### src/rtl/instr_loader_pkg.sv
// instr_loader_pkg
//   Shared constants for the instruction memory loader: data widths, the
//   default program start address, the default word-count limit and the
//   loader state encoding.
//   Optional feature macro used by the loader: INSTR_LOADER_CHECKSUM_EN
//   (enables the CHK state and the 4-byte trailer).
package instr_loader_pkg;

    localparam int BYTE_W = 8;
    localparam int WORD_W = 32;

    localparam logic [31:0] DEFAULT_BASE_ADDR = 32'h0040_0020;
    localparam int          DEFAULT_MAX_WORDS = 256;

    // Loader states. A plain 3-bit encoding keeps older tools happy.
    localparam logic [2:0] ST_IDLE = 3'd0;
    localparam logic [2:0] ST_HDR  = 3'd1;
    localparam logic [2:0] ST_DATA = 3'd2;
    localparam logic [2:0] ST_CHK  = 3'd3;
    localparam logic [2:0] ST_DONE = 3'd4;
    localparam logic [2:0] ST_ERR  = 3'd5;

    // True in the states that consume stream bytes.
    function automatic logic is_loading(input logic [2:0] st);
        return (st == ST_HDR) || (st == ST_DATA) || (st == ST_CHK);
    endfunction

endpackage

### src/rtl/instr_mem_loader_byte_word_assembler.sv
// byte_word_assembler
//   Packs a big-endian byte stream into 32-bit words. The first byte of a
//   word lands in bits [31:24]. word_valid_o pulses combinationally in the
//   cycle the 4th byte is offered, with word_o already holding that byte.
//   Ports:
//     clk, rst_n    : clock, asynchronous active-low reset
//     clear_i       : drop any partial word (start of a new load)
//     byte_valid_i  : byte_i is consumed this cycle
//     byte_i        : stream byte
//     word_o        : assembled word (valid when word_valid_o)
//     word_valid_o  : one-cycle pulse on the 4th byte of a word
module byte_word_assembler
    import instr_loader_pkg::*;
(
    input  logic              clk,
    input  logic              rst_n,
    input  logic              clear_i,
    input  logic              byte_valid_i,
    input  logic [BYTE_W-1:0] byte_i,
    output logic [WORD_W-1:0] word_o,
    output logic              word_valid_o
);

    // Only the three older bytes need storage; the newest byte is taken
    // straight from the input so the word is complete on the 4th byte.
    logic [WORD_W-BYTE_W-1:0] shift_q;
    logic [1:0]               byte_cnt_q;

    always_ff @(posedge clk or negedge rst_n) begin
        if (!rst_n) begin
            shift_q    <= '0;
            byte_cnt_q <= 2'd0;
        end else if (clear_i) begin
            shift_q    <= '0;
            byte_cnt_q <= 2'd0;
        end else if (byte_valid_i) begin
            shift_q    <= {shift_q[WORD_W-2*BYTE_W-1:0], byte_i};
            byte_cnt_q <= byte_cnt_q + 2'd1;   // wraps 3 -> 0
        end
    end

    assign word_o       = {shift_q, byte_i};
    assign word_valid_o = byte_valid_i && (byte_cnt_q == 2'd3);

endmodule

### src/rtl/instr_mem_loader.sv
// instr_mem_loader
//   Boot-time writer for the instruction memory. Receives a big-endian byte
//   stream (4-byte word count N, then N instruction words) and writes each
//   word to consecutive word addresses starting at BASE_ADDR.
//   Optional feature: define INSTR_LOADER_CHECKSUM_EN to require a 4-byte
//   trailer equal to the wrapping 32-bit sum of the N data words.
//   Ports:
//     clk, rst_n     : clock, asynchronous active-low reset
//     load_start     : pulse; starts a load from IDLE, DONE or ERR
//     in_valid/in_data/in_ready : byte stream handshake
//     wr_en/wr_addr/wr_data     : instruction memory write port
//     busy           : load in progress
//     done, error    : level status of the last load
//     words_written  : words written by the current/last load
module instr_mem_loader
    import instr_loader_pkg::*;
#(
    parameter logic [31:0] BASE_ADDR = DEFAULT_BASE_ADDR,
    parameter int          MAX_WORDS = DEFAULT_MAX_WORDS   // must fit in 16 bits
) (
    input  logic        clk,
    input  logic        rst_n,
    input  logic        load_start,
    input  logic        in_valid,
    input  logic [7:0]  in_data,
    output logic        in_ready,
    output logic        wr_en,
    output logic [31:0] wr_addr,
    output logic [31:0] wr_data,
    output logic        busy,
    output logic        done,
    output logic        error,
    output logic [15:0] words_written
);

`ifdef INSTR_LOADER_CHECKSUM_EN
    localparam logic [2:0] ST_END = ST_CHK;
`else
    localparam logic [2:0] ST_END = ST_DONE;
`endif

    logic [2:0]  state_q, state_d;
    logic        wr_en_q, wr_en_d;
    logic [31:0] wr_addr_q, wr_addr_d;
    logic [31:0] wr_data_q, wr_data_d;
    logic [15:0] words_written_q, words_written_d;
    logic [15:0] n_words_q, n_words_d;
`ifdef INSTR_LOADER_CHECKSUM_EN
    logic [31:0] sum_q, sum_d;
`endif

    logic        start;
    logic        byte_accept;
    logic [31:0] asm_word;
    logic        asm_word_valid;

    assign in_ready    = is_loading(state_q);
    assign byte_accept = in_valid && in_ready;
    assign start       = load_start &&
                         ((state_q == ST_IDLE) || (state_q == ST_DONE) || (state_q == ST_ERR));

    byte_word_assembler u_asm (
        .clk          (clk),
        .rst_n        (rst_n),
        .clear_i      (start),
        .byte_valid_i (byte_accept),
        .byte_i       (in_data),
        .word_o       (asm_word),
        .word_valid_o (asm_word_valid)
    );

    always_comb begin
        state_d         = state_q;
        wr_en_d         = 1'b0;
        wr_addr_d       = wr_addr_q;
        wr_data_d       = wr_data_q;
        words_written_d = words_written_q;
        n_words_d       = n_words_q;
`ifdef INSTR_LOADER_CHECKSUM_EN
        sum_d           = sum_q;
`endif
        if (start) begin
            state_d         = ST_HDR;
            wr_addr_d       = BASE_ADDR;
            words_written_d = 16'd0;
`ifdef INSTR_LOADER_CHECKSUM_EN
            sum_d           = 32'd0;
`endif
        end else begin
            case (state_q)
                ST_HDR: begin
                    if (asm_word_valid) begin
                        if (asm_word > 32'(MAX_WORDS)) begin
                            state_d = ST_ERR;
                        end else if (asm_word == 32'd0) begin
                            state_d = ST_END;
                        end else begin
                            n_words_d = asm_word[15:0];
                            state_d   = ST_DATA;
                        end
                    end
                end
                ST_DATA: begin
                    // The cycle after a strobe: move the address on and
                    // leave DATA once the last word has been written.
                    if (wr_en_q) begin
                        wr_addr_d       = wr_addr_q + 32'd4;
                        words_written_d = words_written_q + 16'd1;
                        if (words_written_q + 16'd1 == n_words_q) begin
                            state_d = ST_END;
                        end
                    end
                    if (asm_word_valid) begin
                        wr_en_d   = 1'b1;
                        wr_data_d = asm_word;
`ifdef INSTR_LOADER_CHECKSUM_EN
                        sum_d     = sum_q + asm_word;
`endif
                    end
                end
`ifdef INSTR_LOADER_CHECKSUM_EN
                ST_CHK: begin
                    if (asm_word_valid) begin
                        state_d = (asm_word == sum_q) ? ST_DONE : ST_ERR;
                    end
                end
`endif
                default: ;
            endcase
        end
    end

    always_ff @(posedge clk or negedge rst_n) begin
        if (!rst_n) begin
            state_q         <= ST_IDLE;
            wr_en_q         <= 1'b0;
            wr_addr_q       <= BASE_ADDR;
            wr_data_q       <= 32'd0;
            words_written_q <= 16'd0;
            n_words_q       <= 16'd0;
`ifdef INSTR_LOADER_CHECKSUM_EN
            sum_q           <= 32'd0;
`endif
        end else begin
            state_q         <= state_d;
            wr_en_q         <= wr_en_d;
            wr_addr_q       <= wr_addr_d;
            wr_data_q       <= wr_data_d;
            words_written_q <= words_written_d;
            n_words_q       <= n_words_d;
`ifdef INSTR_LOADER_CHECKSUM_EN
            sum_q           <= sum_d;
`endif
        end
    end

    assign wr_en         = wr_en_q;
    assign wr_addr       = wr_addr_q;
    assign wr_data       = wr_data_q;
    assign busy          = in_ready;
    assign done          = (state_q == ST_DONE);
    assign error         = (state_q == ST_ERR);
    assign words_written = words_written_q;

endmodule

### config.mk
export PLATFORM = sky130hd
export DESIGN_NAME = instr_mem_loader
export DESIGN_NICKNAME = d
export VERILOG_FILES = /design/src/rtl/instr_loader_pkg.sv /design/src/rtl/instr_mem_loader_byte_word_assembler.sv /design/src/rtl/instr_mem_loader.sv
export SDC_FILE = /design/constraint.sdc
export NUM_CORES = 1
export LEC_CHECK = 0
export ABC_AREA = 1
export CAP_MARGIN = 40
export CORE_ASPECT_RATIO = 1.2
export CORE_MARGIN = 3
export CORE_UTILIZATION = 45
export DETAILED_ROUTE_END_ITERATION = 6
export PLACE_DENSITY_LB_ADDON = 0.3
export SYNTH_ARGS = -nofsm -noshare
export SYNTH_HDL_FRONTEND = slang
export SYNTH_SLANG_ARGS = --single-unit
### constraint.sdc
create_clock -name clk -period 2.03 [get_ports clk]
set_input_delay 0.3045 -clock clk [delete_from_list [all_inputs] [get_ports clk]]
set_output_delay 0.3045 -clock clk [all_outputs]
set_load 0.01 [all_outputs]
### Yosys cells after proc, flatten, opt, wreduce, memory -nomap -nowiden

Cells that the tools add are included.

* magnitude comparators: 1
* bitwise gates (word level): 3
* add/sub/neg operators: 3
* mux-type cells: 20
* eq/ne operators: 10
* shift-type cells: 0
* multipliers: 0
* div/mod/pow operators: 0
* reductions and logical operators: 17

Operators by type and width (count)
* two-way mux 32 bit: 3
* two-way mux 16 bit: 3
* two-way mux 24 bit: 2
* adder 32 x 3 -> 32 bit (second input constant): 1
* greater-than comparator 32 x 9 -> 1 bit (second input constant): 1
* zero test 32 bit: 1
* two-way mux 3 bit: 6
* adder 16 x 1 -> 16 bit (second input constant): 1
* == test 16 bit: 1
* == test 3 x 2 -> 1 bit (second input constant): 2
* == test 3 bit (second input constant): 2
* inequality test 3 bit (second input constant): 2
* case mux 3 bit (2 select lines): 1
* nonzero test 2 bit: 3
* AND reduction 5 bit: 1
* logical OR 1 bit: 4
* two-way mux 2 bit: 2
* AND reduction 4 bit: 1
* == test 3 x 1 -> 1 bit (second input constant): 1
* logical AND 1 bit: 3
* zero test 3 bit: 1
* two-way mux 1 bit: 3
* inequality test 3 x 2 -> 1 bit (second input constant): 1
* NOT 1 bit: 3
* other kinds (5): 5

* memories kept: 0
* bits in writable memories: 0
* output and inout bits: 85
* bits in latches: 0
* bits of input ports: 12
* bits in registers: 126
* memory bits (read-only): 0
* logic and storage cells: 62

### Logic depth before layout (Yosys ltp)

* word-level depth: 8
* depth in mapped cells: 15

### Hierarchy

From an unflattened synthesis, not the netlist that was laid out.

* cells, all modules: 781
* area, all modules: 6388.6 um2

Modules (own cells, without submodules)
* instr_mem_loader: seq. area each 2454.9 um2, area an instance 5123.7 um2, cells each 656, instances 1
* byte_word_assembler: seq. area each 650.6 um2, area an instance 1265.0 um2, cells each 125, instances 1

### Worst setup path before layout

Ideal clock, no wire load.

* path kind: register to register
* start point: reg words_written_q[1] (netlist: words_written[1])
* end point: reg state_q[1]
* data arrival time: 1.672 ns
* clock period less this slack: 1.789 ns
* setup time: 0.117 ns
* slack: 0.241 ns
* cell stages (with the launch flop): 13
* cells stage by stage: dfrtp_1 ha_1 nand2_1 nor2_4 nand3_1 nand2_1 nand3_1 nand2_1 nand2_1 nor2_1 nand4_2 nand3_1 nand2_1

* word-level cells in the longest chain between the ends: 4

RTL lines
* from (decl): line instr_mem_loader.sv:46 `logic [15:0] words_written_q, words_written_d;`
* from (signal assigned): line instr_mem_loader.sv:149 `words_written_q <= words_written_d;`
* adder 16 x 1 -> 16 bit: line instr_mem_loader.sv:109 `if (words_written_q + 16'd1 == n_words_q) begin`
* == test 16 bit: line instr_mem_loader.sv:109
* inequality test 3 x 2 -> 1 bit (no line)
* AND reduction 4 bit (no line)
* to (signal assigned): line instr_mem_loader.sv:145 `state_q <= state_d;`
* to (decl): line instr_mem_loader.sv:42 `logic [2:0] state_q, state_d;`

Every way passes these cells.
A chain may end at the register's enable or synchronous reset.

### Final worst setup path

* start point: reg words_written_q[1] (netlist: words_written[1])
* end point: reg state_q[0]

Same word-level chain as after synthesis.

==> out/summary.json <==
{
  "num_vias": {"value": 5380},
  "period_minus_slack": {"value": 1920, "unit": "ps"},
  "fin_nets": {"value": 864},
  "pwr_density_cell": {"value": 1060, "unit": "mW/mm2"},
  "layout-drive-gt1-share": {"value": 15.2, "unit": "%"},
  "netlist_top_cells_count": {"value": "sky130_fd_sc_hd__nand2_1 (135), sky130_fd_sc_hd__dfrtp_1 (122), sky130_fd_sc_hd__inv_1 (102)"},
  "outcome": {"value": "finished clean"},
  "numCtsBuffers": {"value": 17},
  "buffer_ports.inserted": {"value": 94},
  "ys.flop_type": {"value": "sky130_fd_sc_hd__dfrtp_1"},
  "max_freq": {"value": 0.522, "unit": "GHz"},
  "grt_usage": {"value": 21.3, "unit": "%"},
  "antenna_violations_before_repair": {"value": 0},
  "finalSetupViolations": {"value": 0},
  "min_path_type": {"value": "input pin to async pin"},
  "post_synth_main_area_contributors": {"value": "sky130_fd_sc_hd__dfrtp_1 (51%), sky130_fd_sc_hd__nand2_1 (8.5%), sky130_fd_sc_hd__inv_1 (6.4%), sky130_fd_sc_hd__nor2_1 (5.0%), sky130_fd_sc_hd__a21oi_1 (4.7%)"},
  "die_h": {"value": 132, "unit": "um"},
  "cts.htree.levels": {"value": 4},
  "worstPathArrival": {"value": 2260, "unit": "ps"},
  "grt_setup_unrepaired": {"value": "yes"},
  "fin_skew": {"value": 8.90, "unit": "ps"},
  "syn_to_final_growth": {"value": 34.7, "unit": "%"},
  "total_routed_wirelength": {"value": 15.3, "unit": "mm"},
  "clk_pin_slew_worst_paths": {"value": 60, "unit": "ps"},
  "tritoncts": {"value": "built"},
  "netlist_area": {"value": 0.00599, "unit": "mm2"},
  "remaining_drc_errors": {"value": 0},
  "timing.critical_path.from_type": {"value": "register"},
  "synthCells": {"value": 719},
  "peakVddDrop": {"value": 761, "unit": "uV"},
  "syn_avg_cell_area": {"value": 8.33, "unit": "um2"},
  "timing.critical_path.to": {"value": "state_q[0]"},
  "clk_root_buffer_cell": {"value": "sky130_fd_sc_hd__clkbuf_16"},
  "relSlewSlack": {"value": 67.2, "unit": "%"},
  "async_reset_ff_share": {"value": 100, "unit": "%"},
  "grt_first_pass_wirelength": {"value": 25.7, "unit": "mm"},
  "finalCritPeriodShare": {"value": 94.3, "unit": "%"},
  "ctsLongestPathBuffers": {"value": 2},
  "critPathCaptureType": {"value": "register"},
  "postLayoutCoreUtil": {"value": 62.8, "unit": "%"},
  "synth_top_cell_by_area": {"value": "sky130_fd_sc_hd__dfrtp_1"},
  "io-pin-count": {"value": 97},
  "post_drt_wl_per_cell": {"value": 14.9, "unit": "um"},
  "placementRows": {"value": 45},
  "number_of_maximum_capacitance_constraint_violations": {"value": 0},
  "synth_top_area_share": {"value": 51.0, "unit": "%"},
  "grt_start_max_net_pins": {"value": 68},
  "reg_to_reg_critical_path_endpoint": {"value": "state_q[0]"},
  "synth_cell_type_count": {"value": 43},
  "r2r.worst_path.cells": {"value": 15},
  "dieArea": {"value": 0.0147, "unit": "mm2"},
  "slew_viol_final": {"value": 0},
  "postSynthRegisterBits": {"value": 124},
  "yosys.cell_count.top_type": {"value": "sky130_fd_sc_hd__nand2_1"},
  "place.gp.congestion": {"value": 0.883},
  "cts.sinks": {"value": 124},
  "worst_pin_slew": {"value": 488, "unit": "ps"},
  "count_of_flip_flops_with_a_built_in_enable_after_synthesis": {"value": 0},
  "ff2ff_setup_slack": {"value": 110, "unit": "ps"},
  "finish.cell_count_without_fillers": {"value": 1026},
  "drt-vias-per-instance": {"value": 5.24},
  "globalRoute.totalOverflow": {"value": 0},
  "ys.warnings.count": {"value": 0},
  "first_pass_iters": {"value": 5},
  "setup.worst_path.start": {"value": "words_written[1]"},
  "timing.final.hold_violations": {"value": 0},
  "antenna_cell_count": {"value": 0},
  "worstPathMaxFanout": {"value": 4},
  "drt_iter0_markers": {"value": 311},
  "initial_core_util": {"value": 46.6, "unit": "%"},
  "core_area": {"value": 0.0128, "unit": "mm2"},
  "static-leakage-power": {"value": 3.66, "unit": "nW"},
  "cp_data_required_time": {"value": 2380, "unit": "ps"},
  "synth_seq_area_share": {"value": 51.9, "unit": "%"},
  "critical_path.reg2reg.startpoint": {"value": "words_written[1]"},
  "via_count_of_the_first_global_routing_pass": {"value": 5449},
  "drt.antenna.violating_nets": {"value": 0},
  "clock_latency_reported_for_the_late_side_of_the_worst_skew_pair": {"value": 420, "unit": "ps"},
  "detailed_place_hpwl": {"value": 11.1, "unit": "mm"},
  "critPathKind": {"value": "register to register"},
  "placedCellCount": {"value": 987},
  "die_x": {"value": 111, "unit": "um"}
}
-- timing repair --
| item | in CTS | in global routing |
|---|---|---|
| gates cloned | 0 | 0 |
| buffers inserted | 1 | 5 |
| hold endpoints to repair | 13 | 0 |
| endpoints found under the setup margin | 7 | 12 |
| gates resized for setup | 8 | 30 |
| hold buffers | 1 | 0 |
| pin swaps | 2 | 9 |
-- worst min-delay path by stage --
| stage | end | slack, ps |
|---|---|---|
| 2_1_floorplan | n_words_q[0] | 9 |
| 3_3_place_gp | words_written[11] | 190 |
| 3_5_place_dp | words_written[11] | 190 |
| 4_1_cts | words_written[11] | 280 |
| 5_1_grt | words_written[11] | 300 |
| 6_report | words_written[11] | 290 |
-- cells in the final DEF, fill, tap and decap left out, types with 30 or more instances in the layout --
cell type and n:
sky130_fd_sc_hd__nand2_1 134, sky130_fd_sc_hd__dfrtp_1 118, sky130_fd_sc_hd__inv_1 101, sky130_fd_sc_hd__clkdlybuf4s50_1 89, sky130_fd_sc_hd__nor2_1 70, sky130_fd_sc_hd__a21oi_1 55
sky130_fd_sc_hd__buf_4 36, sky130_fd_sc_hd__o22ai_1 35, sky130_fd_sc_hd__nand3_1 32, sky130_fd_sc_hd__o21ai_0 30
-- sequential cells by signal, summed over array words and instances, names as in the netlist --
name              count
n_words_q            16
u_asm.byte_cnt_q      2
words_written        16
wr_en                 1
wr_addr              30
u_asm.shift_q        24
wr_data              32
state_q               3
-- critical path, stage by stage (launching register included) --
cell	delay [ps]
sky130_fd_sc_hd__dfrtp_1	370
sky130_fd_sc_hd__buf_4	140
sky130_fd_sc_hd__ha_4	170
sky130_fd_sc_hd__nand3_2	110
sky130_fd_sc_hd__nor2_2	60
sky130_fd_sc_hd__nand2_1	90
sky130_fd_sc_hd__nand2_1	80
sky130_fd_sc_hd__nand2_1	70
sky130_fd_sc_hd__nand2_1	60
sky130_fd_sc_hd__nor2_2	110
sky130_fd_sc_hd__nand2_1	70
sky130_fd_sc_hd__nor2_2	140
sky130_fd_sc_hd__nand4_4	130
sky130_fd_sc_hd__nand2_2	120
sky130_fd_sc_hd__nand2_1	60
sky130_fd_sc_hd__nand2_1	60
-- metal layers --
| metal | track usage, % | routed length [um] | vias to the layer above |
|---|---|---|---|
| met5 | 0 | 0 | - |
| met4 | 7.64 | 214 | 0 |
| met2 | 36.6 | 7870 | 141 |
| li1 | - | - | 2625 |
| met3 | 5.23 | 701 | 20 |
| met1 | 26.2 | 6520 | 2594 |
-- final cells by class --
cell class,count,area (um2)
sequential,124,3110
clock inverter,14,138
fill,1098,4780
inverter,105,394
timing repair buffer,134,1290
multi-input combinational,467,2480
clock buffer,18,439
tap,164,205
-- where the power goes --
group	internal [mW]	switching, mW	leakage, nW
logic	1.04	1.55	1.69
clock network	1.74	1.17	0.271
registers	2.79	0.233	1.70
total	5.56	2.95	3.66
-- logic make-up (layout without fill, tap and decap cells) --
| kind of cell | after synthesis | in the layout | share of synthesized area [%] |
|---|---|---|---|
| buffers and inverters | 129 | 271 | 8.72 |
| flip-flops | 124 | 124 | 51.9 |
| AO/OA/AOI/OAI | 135 | 135 | 12.3 |
| AND/OR/NAND/NOR | 322 | 322 | 25.4 |
| adder cells (fa/ha/maj) | 3 | 3 | 0.627 |
| other | 1 | 2 | 0.0626 |
| XOR/XNOR | 5 | 5 | 0.962 |
-- metrics by stage --
step | TNS (ps) | worst slack, ps | cell area [um2] | hold slack, ps | power, mW
CTS | 0 | 1.61 | 7910 | 280 | 8.45
finish | 0 | 115 | 8060 | 289 | 8.52
floorplan | 0 | 241 | 5990 | 8.91 | 4.49
global placement | 0 | 15.0 | 7310 | 186 | 5.45
detailed placement | -456 | -69.6 | 7310 | 185 | 5.51
global route | -98.3 | -42.9 | 8060 | 303 | 8.99
(Power assumes the default switching activity.)
